### src/rtl/sseg_scan_ctrl_if.sv
// sseg_scan_ctrl_if: bus between a display-value producer and the scan controller.
//   value/dp/load  : new display value plus a one-cycle capture strobe
//   lzb_en         : leading-zero blanking enable (level)
//   digit_en       : one-hot digit select (PIN_1..PIN_4)
//   nibble/dp_out  : current digit's hex nibble and decimal point (to hex_to_sseg)
//   pending        : a loaded value is waiting for the next frame boundary
//   frame_tick     : pulse on the last cycle of digit 3's slot
// The master is the value producer; the slave is sseg_scan_ctrl.
interface sseg_scan_ctrl_if;
  logic [15:0] value;
  logic [3:0]  dp;
  logic        load;
  logic        lzb_en;
  logic [3:0]  digit_en;
  logic [3:0]  nibble;
  logic        dp_out;
  logic        pending;
  logic        frame_tick;

  modport master (
    output value, dp, load, lzb_en,
    input  digit_en, nibble, dp_out, pending, frame_tick
  );

  modport slave (
    input  value, dp, load, lzb_en,
    output digit_en, nibble, dp_out, pending, frame_tick
  );
endinterface

### src/rtl/sseg_scan_ctrl.sv
// sseg_scan_ctrl: 4-digit seven-segment time-multiplexing scheduler.
// Each digit gets DWELL cycles: BLANK_CYCLES with every select off (covers
// segment settling and the one-cycle hex_to_sseg latency), then the digit's
// select is driven for the rest of the slot. New values go into a shadow
// register and are copied to the active register only at the frame boundary,
// so a frame never mixes old and new digits.
// Ports:
//   CLK   : clock, rising edge
//   RST_N : asynchronous active-low reset
//   bus   : sseg_scan_ctrl_if.slave (value/dp/load/lzb_en in; digit_en,
//           nibble, dp_out, pending, frame_tick out)
module sseg_scan_ctrl #(
  parameter int CLK_FREQ     = 16_000_000,
  parameter int FRAME_HZ     = 250,
  parameter int BLANK_CYCLES = 64
) (
  input  logic              CLK,
  input  logic              RST_N,
  sseg_scan_ctrl_if.slave   bus
);
  localparam int DWELL = CLK_FREQ / (FRAME_HZ * 4);
  localparam int CW    = (DWELL > 1) ? $clog2(DWELL) : 1;
  localparam logic [CW-1:0] CNT_LAST   = CW'(DWELL - 1);
  localparam logic [CW-1:0] BLANK_LAST = CW'(BLANK_CYCLES - 1);

  typedef enum logic {ST_BLANK, ST_ON} state_t;

  state_t        state, state_nx;
  logic [CW-1:0] cnt;
  logic [1:0]    idx;
  logic [15:0]   shadow_val, active_val;
  logic [3:0]    shadow_dp,  active_dp;
  logic          pending_q;
  logic [3:0]    nibble_q;
  logic          dp_q;
  logic [3:0]    supp;
  logic [3:0]    digit_en_c;

  logic          slot_end, frame_end;
  logic [1:0]    idx_nx;
  logic [15:0]   active_val_nx;
  logic [3:0]    active_dp_nx;

  assign slot_end  = (cnt == CNT_LAST);
  assign frame_end = slot_end && (idx == 2'd3);
  assign idx_nx    = idx + 2'd1;

  // Value the active register will hold after this edge; the nibble/dp for
  // the next slot are picked from it so digit 0 of a new frame already sees
  // the freshly applied value.
  assign active_val_nx = (frame_end && pending_q) ? shadow_val : active_val;
  assign active_dp_nx  = (frame_end && pending_q) ? shadow_dp  : active_dp;

  // Leading-zero suppression per digit, from the active register only.
  // Digit 0 always shows, so an all-zero value still displays "0".
  for (genvar g = 0; g < 4; g++) begin : g_supp
    if (g == 0) begin : g_d0
      assign supp[g] = 1'b0;
    end else begin : g_dn
      assign supp[g] = bus.lzb_en && (active_val[15:4*g] == '0);
    end
  end

  // Slot counter, digit index, shadow/active registers
  always_ff @(posedge CLK or negedge RST_N) begin
    if (!RST_N) begin
      state      <= ST_BLANK;
      cnt        <= '0;
      idx        <= 2'd0;
      shadow_val <= '0;
      shadow_dp  <= '0;
      active_val <= '0;
      active_dp  <= '0;
      pending_q  <= 1'b0;
      nibble_q   <= '0;
      dp_q       <= 1'b0;
    end else begin
      state <= state_nx;
      cnt   <= slot_end ? '0 : cnt + 1'b1;
      if (slot_end) begin
        idx      <= idx_nx;
        nibble_q <= active_val_nx[{idx_nx, 2'b00} +: 4];
        dp_q     <= active_dp_nx[idx_nx];
      end
      active_val <= active_val_nx;
      active_dp  <= active_dp_nx;
      // A load on the boundary cycle lands in the shadow after the copy
      // above took the old shadow, so pending stays set for one more frame.
      if (bus.load) begin
        shadow_val <= bus.value;
        shadow_dp  <= bus.dp;
        pending_q  <= 1'b1;
      end else if (frame_end) begin
        pending_q  <= 1'b0;
      end
    end
  end

  always_comb begin
    state_nx   = state;
    digit_en_c = 4'b0000;
    case (state)
      ST_BLANK: if (cnt == BLANK_LAST) state_nx = ST_ON;
      ST_ON: begin
        if (!supp[idx]) digit_en_c = 4'b0001 << idx;
        if (slot_end)   state_nx   = ST_BLANK;
      end
      default: state_nx = ST_BLANK;
    endcase
  end

  assign bus.digit_en   = digit_en_c;
  assign bus.nibble     = nibble_q;
  assign bus.dp_out     = dp_q;
  assign bus.pending    = pending_q;
  assign bus.frame_tick = frame_end;
endmodule

### src/flat_wrapper.sv
// flat-port wrapper written by rule: the top's interface ports become plain ports
module sseg_scan_ctrl_flat 
#(
  parameter int CLK_FREQ     = 16_000_000,
  parameter int FRAME_HZ     = 250,
  parameter int BLANK_CYCLES = 64
)
  (CLK, RST_N, bus_value, bus_dp, bus_load, bus_lzb_en, bus_digit_en, bus_nibble, bus_dp_out, bus_pending, bus_frame_tick);
  sseg_scan_ctrl_if bus_i ();
  input  logic CLK;
  input  logic RST_N;
  input wire logic [$bits(bus_i.value)-1:0] bus_value;
  input wire logic [$bits(bus_i.dp)-1:0] bus_dp;
  input wire logic [$bits(bus_i.load)-1:0] bus_load;
  input wire logic [$bits(bus_i.lzb_en)-1:0] bus_lzb_en;
  output wire logic [$bits(bus_i.digit_en)-1:0] bus_digit_en;
  output wire logic [$bits(bus_i.nibble)-1:0] bus_nibble;
  output wire logic [$bits(bus_i.dp_out)-1:0] bus_dp_out;
  output wire logic [$bits(bus_i.pending)-1:0] bus_pending;
  output wire logic [$bits(bus_i.frame_tick)-1:0] bus_frame_tick;
  assign bus_i.value = bus_value;
  assign bus_i.dp = bus_dp;
  assign bus_i.load = bus_load;
  assign bus_i.lzb_en = bus_lzb_en;
  assign bus_digit_en = bus_i.digit_en;
  assign bus_nibble = bus_i.nibble;
  assign bus_dp_out = bus_i.dp_out;
  assign bus_pending = bus_i.pending;
  assign bus_frame_tick = bus_i.frame_tick;
  sseg_scan_ctrl #(.CLK_FREQ(CLK_FREQ), .FRAME_HZ(FRAME_HZ), .BLANK_CYCLES(BLANK_CYCLES)) u_core (.CLK(CLK), .RST_N(RST_N), .bus(bus_i));
endmodule
### config.mk
export PLATFORM = sky130hd
export DESIGN_NAME = sseg_scan_ctrl_flat
export DESIGN_NICKNAME = d
export VERILOG_FILES = /design/src/rtl/sseg_scan_ctrl_if.sv /design/src/rtl/sseg_scan_ctrl.sv /design/src/flat_wrapper.sv
export SDC_FILE = /design/constraint.sdc
export NUM_CORES = 1
export LEC_CHECK = 0
export CAP_MARGIN = 0
export CORE_AREA = 4 4 104 106
export CTS_CLUSTER_DIAMETER = 200
export DETAILED_ROUTE_END_ITERATION = 6
export DIE_AREA = 0 0 108 110
export GPL_ROUTABILITY_DRIVEN = 0
export GPL_TIMING_DRIVEN = 0
export PLACE_DENSITY = 0.52
export SYNTH_ARGS = -nofsm -noshare
export SYNTH_HDL_FRONTEND = slang
export SYNTH_SLANG_ARGS = --single-unit
### constraint.sdc
create_clock -name CLK -period 2.2 [get_ports CLK]
set_input_delay 0.22 -clock CLK [delete_from_list [all_inputs] [get_ports CLK]]
set_output_delay 0.22 -clock CLK [all_outputs]
set_load 0.01 [all_outputs]
# Word-level counts from Yosys, hierarchy flattened
# Index checks and enable logic that the tools add are counted.
# W data, S select, Z words.
totals:
  ff_bits: 63
  inputBits: 24
  out_inout_bits: 11
classes:
  add_sub_neg: 2
  n_mux: 14
  eq_ne: 3
  magnitude_cmp: 2
  reduce_logical: 9
  shift: 2
  bitwise_logic: 1
op_table:
  columns: ["op", "n"]
  rows:
  - ["$mux W16", 1]
  - ["$shiftx A16 B5 Y4", 1]
  - ["$add A14 B1 Y14 const B", 1]
  - ["$eq A14 B14 Y1 const B", 1]
  - ["$eq A14 B6 Y1 const B", 1]
  - ["$mux W14", 1]
  - ["$logic_not A12 Y1", 1]
  - ["$mux W4", 3]
  - ["$logic_not A8 Y1", 1]
  - ["$lt A2 B3 Y1 const B", 2]
  - ["$mux W1", 6]
  - ["$logic_and A1 B1 Y1", 5]
  - ["$bmux W1 S2", 2]
  - ["$logic_not A4 Y1", 1]
  - ["$shl A1 B2 Y4 const A", 1]
  - ["$add A2 B1 Y2 const B", 1]
  - ["$eq A2 B2 Y1 const B", 1]
  - ["$pmux W1 S2", 1]
  - ["$reduce_bool A2 Y1", 1]
  - ["$not A1 Y1", 1]

# Depth between registers and ports, before layout
logic_depth:
  ltp_word: 6
  ltp_mapped: 7
  depth_no_buf: 6

# Least setup slack after synthesis
# No wires, ideal clock.
synth_timing:
  kind: "register to register"
  startpoint: "reg u_core.idx[0]"
  endpoint: "reg u_core.nibble_q[1] (netlist: u_core.bus.nibble[1])"
  t_arrival_ps: 2186
  slack_ps: -122
  path_stages_with_launch: 8
  setup_time_ps: 136
  required_ps: 2064
  period_less_slack_ps: 2322
  cell_sequence: "dfrtp_1 clkbuf_1 inv_1 ha_1 buf_1 mux4_2 mux2i_1 o21ai_0"
synth_via:
  word_cells_on_any_way: 6
synth_lines:
  columns: ["element", "line", "source"]
  rows:
  - ["from (decl)", "sseg_scan_ctrl.sv:30", "logic [1:0] idx;"]
  - ["from (signal assigned)", "sseg_scan_ctrl.sv:81", "idx <= idx_nx;"]
  - ["$add A2 B1 Y2", "sseg_scan_ctrl.sv:46", "assign idx_nx = idx + 2'd1;"]
  - ["via u_core.idx_nx[0]", "sseg_scan_ctrl.sv:40", "logic [1:0] idx_nx;"]
  - ["$shiftx A16 B5 Y4", "sseg_scan_ctrl.sv:82", "nibble_q <= active_val_nx[{idx_nx, 2'b00} +: 4];"]
  - ["to (signal assigned)", "sseg_scan_ctrl.sv:82", null]
  - ["to (decl)", "sseg_scan_ctrl.sv:34", "logic [3:0] nibble_q;"]
# The timed path passes the listed nets, and every way through them passes these cells.
# A chain may end at the register's enable or synchronous reset.

# Worst setup path after layout
layout_timing:
  startpoint: "reg u_core.idx[0]"
  endpoint: "out bus_digit_en[0]"
layout_via:
  elab_chain_cells: 4
  word_cells_on_any_way: 5
layout_rtl:
  columns: ["element", "line", "source"]
  rows:
  - ["$bmux W1 S2", "sseg_scan_ctrl.sv:105", "if (!supp[idx]) digit_en_c = 4'b0001 << idx;"]
  - ["$mux W1 (implied by the code)", "sseg_scan_ctrl.sv:105", null]
  - ["$mux W4 (*)", "sseg_scan_ctrl.sv:105", null]
  - ["$mux W4 (*)", "sseg_scan_ctrl.sv:102", "case (state)"]
  - ["to (decl)", "flat_wrapper.sv:16", "output wire logic [$bits(bus_i.digit_en)-1:0] bus_digit_en;"]
# Every way passes the cells marked *; elsewhere a longest branch is shown, timed or not. The select of a mux whose other input is x is not followed.

==> out/qor.csv <==
stage,metric,value,unit
clock_network,CTS H-tree depth,3,
synthesis,Post-Synth Simple-Gate Area,11.5,%
synthesis,Synth Area in Compound Gates,2.73,%
final_layout,Final Non-Filler Cells,413,
clock_network,Clock Sinks,63,
timing,Final period util,95.7,%
synthesis,most frequent cells after synthesis,"dfrtp_1, mux2_2, nand2_1, nor2_1, mux4_2",
grt,GRT Total Usage,11.6,%
synthesis,Post-synth EDFFs,0,
clock_network,clk buf depth,2,
critical_path,worst reg2reg setup slack,0.11,ns
synthesis,syn avg cell area,13.3,um2
power,maximum vdd ir drop,272,uV
timing,RSZ-0062 raised after global routing,false,
critical_path,"Data required, critical path",1.98,ns
detailed_routing,Final ANT Viol Nets,0,
synthesis,XOR/XNOR Fraction of Synth Area,3.33,%
timing,Max-slew headroom,46.5,%
grt,first-pass GRT wire length,10300,um
clock_network,worst skew pair latency,0.34,ns
timing,final hold slack,0.488,ns
detailed_routing,DRT iter0 DRCs,65,
final_layout,share of cells above drive strength 1,32.1,%
grt,vias in the first global route,1993,
floorplanning,die area,11900,um2
grt,largest net degree at the start of global routing,64,
synthesis,Mapped Nets,246,
critical_path,CP Launch Type,flip-flop,
synthesis,Yosys top cell by area,dfrtp_1,
power,PD cells,621,nW/um2
timing,Setup Viol. Count Final,0,
timing,Slew @ Worst Pin,0.803,ns
power,Leakage,1.65,nW
synthesis,multiplexer share of the synthesized area,23.7,%
placed_design,post-place setup slack,-0.437,ns
timing,Final min period,2.11,ns
timing,clk_skew,0.00627,ns
placed_design,DP HPWL,4180,um
grt,initial antenna violation count,0,
floorplanning,die width,108,um
detailed_routing,drt drc,0,
placed_design,# port buffers,34,
synthesis,sequential fraction of the synthesis area,54.6,%
critical_path,crit path max fanout,10,
min_path,HP Class,in -> reg,
clock_network,clk slew on worst S/H paths,0.07,ns
detailed_routing,vias per cell,4.57,
grt,gr ovfl total,0,
timing,setup ws final,0.0949,ns
floorplanning,FP Rows,36,
detailed_routing,WL final,6100,um
placed_design,Placed Cells,384,
floorplanning,starting density of the core,29.6,%
synthesis,Synth Warn #,0,
synthesis,Synth area leaders,"dfrtp_1, mux2_2, mux4_2",
final_layout,ant diodes,0,
synthesis,Netlist Area Pre-Place,2890,um2
synthesis,asr flop ratio synth,100,%
floorplanning,Core Box Area,9770,um2
synthesis,Synth Area in Adders,2.17,%
timing,Final Hold Fails,0,
synthesis,most frequent cell after synthesis,dfrtp_1,
floorplanning,Die H,110,um
final_layout,fin util,38.4,%
final_layout,final net count,304,
synthesis,synthesized flop and latch total,63,
final_layout,Syn-to-layout area delta,29.9,%
clock_network,CTS tree,built,
critical_path,Worst setup EP type,output pin,
timing,Max Clk Rate,475,MHz
synthesis,Synth top area share,54.6,%
timing,Final Max Tran Viols,0,
synthesis,Synth Flop Type,dfrtp_1,
critical_path,Worst Path Arrival,1.89,ns
detailed_routing,First-pass DRT Iterations,4,
synthesis,largest family of logic cells by synthesized area,multiplexers,
detailed_routing,Vias,1887,
critical_path,Setup CP Type,reg -> out,
synthesis,post-synth cell types,32,
job,total of max-cap violations,0,
floorplanning,# IOs,35,
synthesis,Syn Inst Count,217,
clock_network,TritonCTS buffer count,9,
detailed_routing,routed len/inst,14.8,um
outcome,outcome,"complete, no violations",
clock_network,root buffer cell,clkbuf_8,
-- cell families after synthesis --
kind of cell,count (synthesis)
adder cells (fa/ha/maj),5
AO/OA/AOI/OAI,14
AND/OR/NAND/NOR,58
buffers and inverters,13
multiplexers,53
XOR/XNOR,11
flip-flops,63
-- metrics by stage --
step	setup TNS (ns)	cell area, um2	power (mW)
6_report	0	3750	2.33
5_1_grt	0	3750	2.45
4_1_cts	0	3730	2.37
3_5_place_dp	-2.13	3390	1.37
3_3_place_gp	-80.20	3400	1.37
2_1_floorplan	0	2890	1.29
-- where the power goes --
group / total, mW / internal (mW) / switching [mW]
Clock: 0.987 / 0.549 / 0.438
Combinational: 0.120 / 0.0773 / 0.0428
Sequential: 1.22 / 1.20 / 0.0267
Total: 2.33 / 1.82 / 0.507
-- cells in the final DEF, fill, tap and decap left out, drive strengths merged, types with 2 or more instances in the layout --
cell type,instances
clkbuf,15
xnor2,7
dfrtp,63
and4,4
buf,19
or3,2
nand2,15
mux2i,5
nor2,9
xor2,4
nor4,5
mux4,8
mux2,40
and2,6
inv,3
dlygate4sd2,3
a21oi,2
nand4,6
and3,2
clkdlybuf4s50,29
o211ai,2
ha,5
clkinv,3
nand3,6
o21ai,8
-- registers in the layout, summed over array words and instances, names as in the netlist --
register	cells
u_core.bus.pending	1
u_core.idx	2
u_core.bus.nibble	4
u_core.active_val	16
u_core.bus.dp_out	1
u_core.shadow_dp	4
u_core.state	1
u_core.cnt	14
u_core.active_dp	4
u_core.shadow_val	16
-- worst max-delay path, stage by stage (launching register included) --
cell and delay [ns]:
dfrtp_1 0.39, clkbuf_8 0.21, clkinvlp_4 0.15, ha_4 0.17, and2_1 0.15, clkdlybuf4s50_1 0.48
-- routing by layer --
layer / wire, um / vias to the layer above / track usage, %
li1: - / 898 / -
met1: 2800 / 949 / 15.1
met2: 2950 / 31 / 17.9
met3: 243 / 9 / 3.79
met4: 103 / 0 / 4.60
met5: 0 / - / 0
-- what timing repair did --
action	4_1_cts	5_1_grt
hold buffers	1	0
buffers inserted	12	2
pin swaps	1	1
resized for setup	16	3
endpoints found under the setup margin	20	5
hold endpoints to repair	19	0
-- cell type report --
class / instances / area [um2]
multi-input cells: 141 / 1300
repair buffers: 49 / 449
well taps: 133 / 166
fillers: 978 / 6020
inverters: 4 / 18.8
clock buffers: 12 / 145
clock inverters: 4 / 45.0
flip-flops and latches: 63 / 1580
plain buffers: 7 / 48.8
-- final timing paths --
path | startpoint | to | cells after the start
worst max-delay path | u_core.idx[0] | bus_digit_en[0] | 5
worst min-delay path | bus_value[15] | u_core.shadow_val[15] | 2
worst max register to register | u_core.cnt[1] | u_core.bus.nibble[0] | 8
worst min register to register | u_core.active_dp[0] | u_core.active_dp[0] | 1
max in group asynchronous | RST_N | u_core.active_val[15] | 2
min in group asynchronous | RST_N | u_core.cnt[9] | 2
Note: power is estimated with default switching activity, not from simulation.
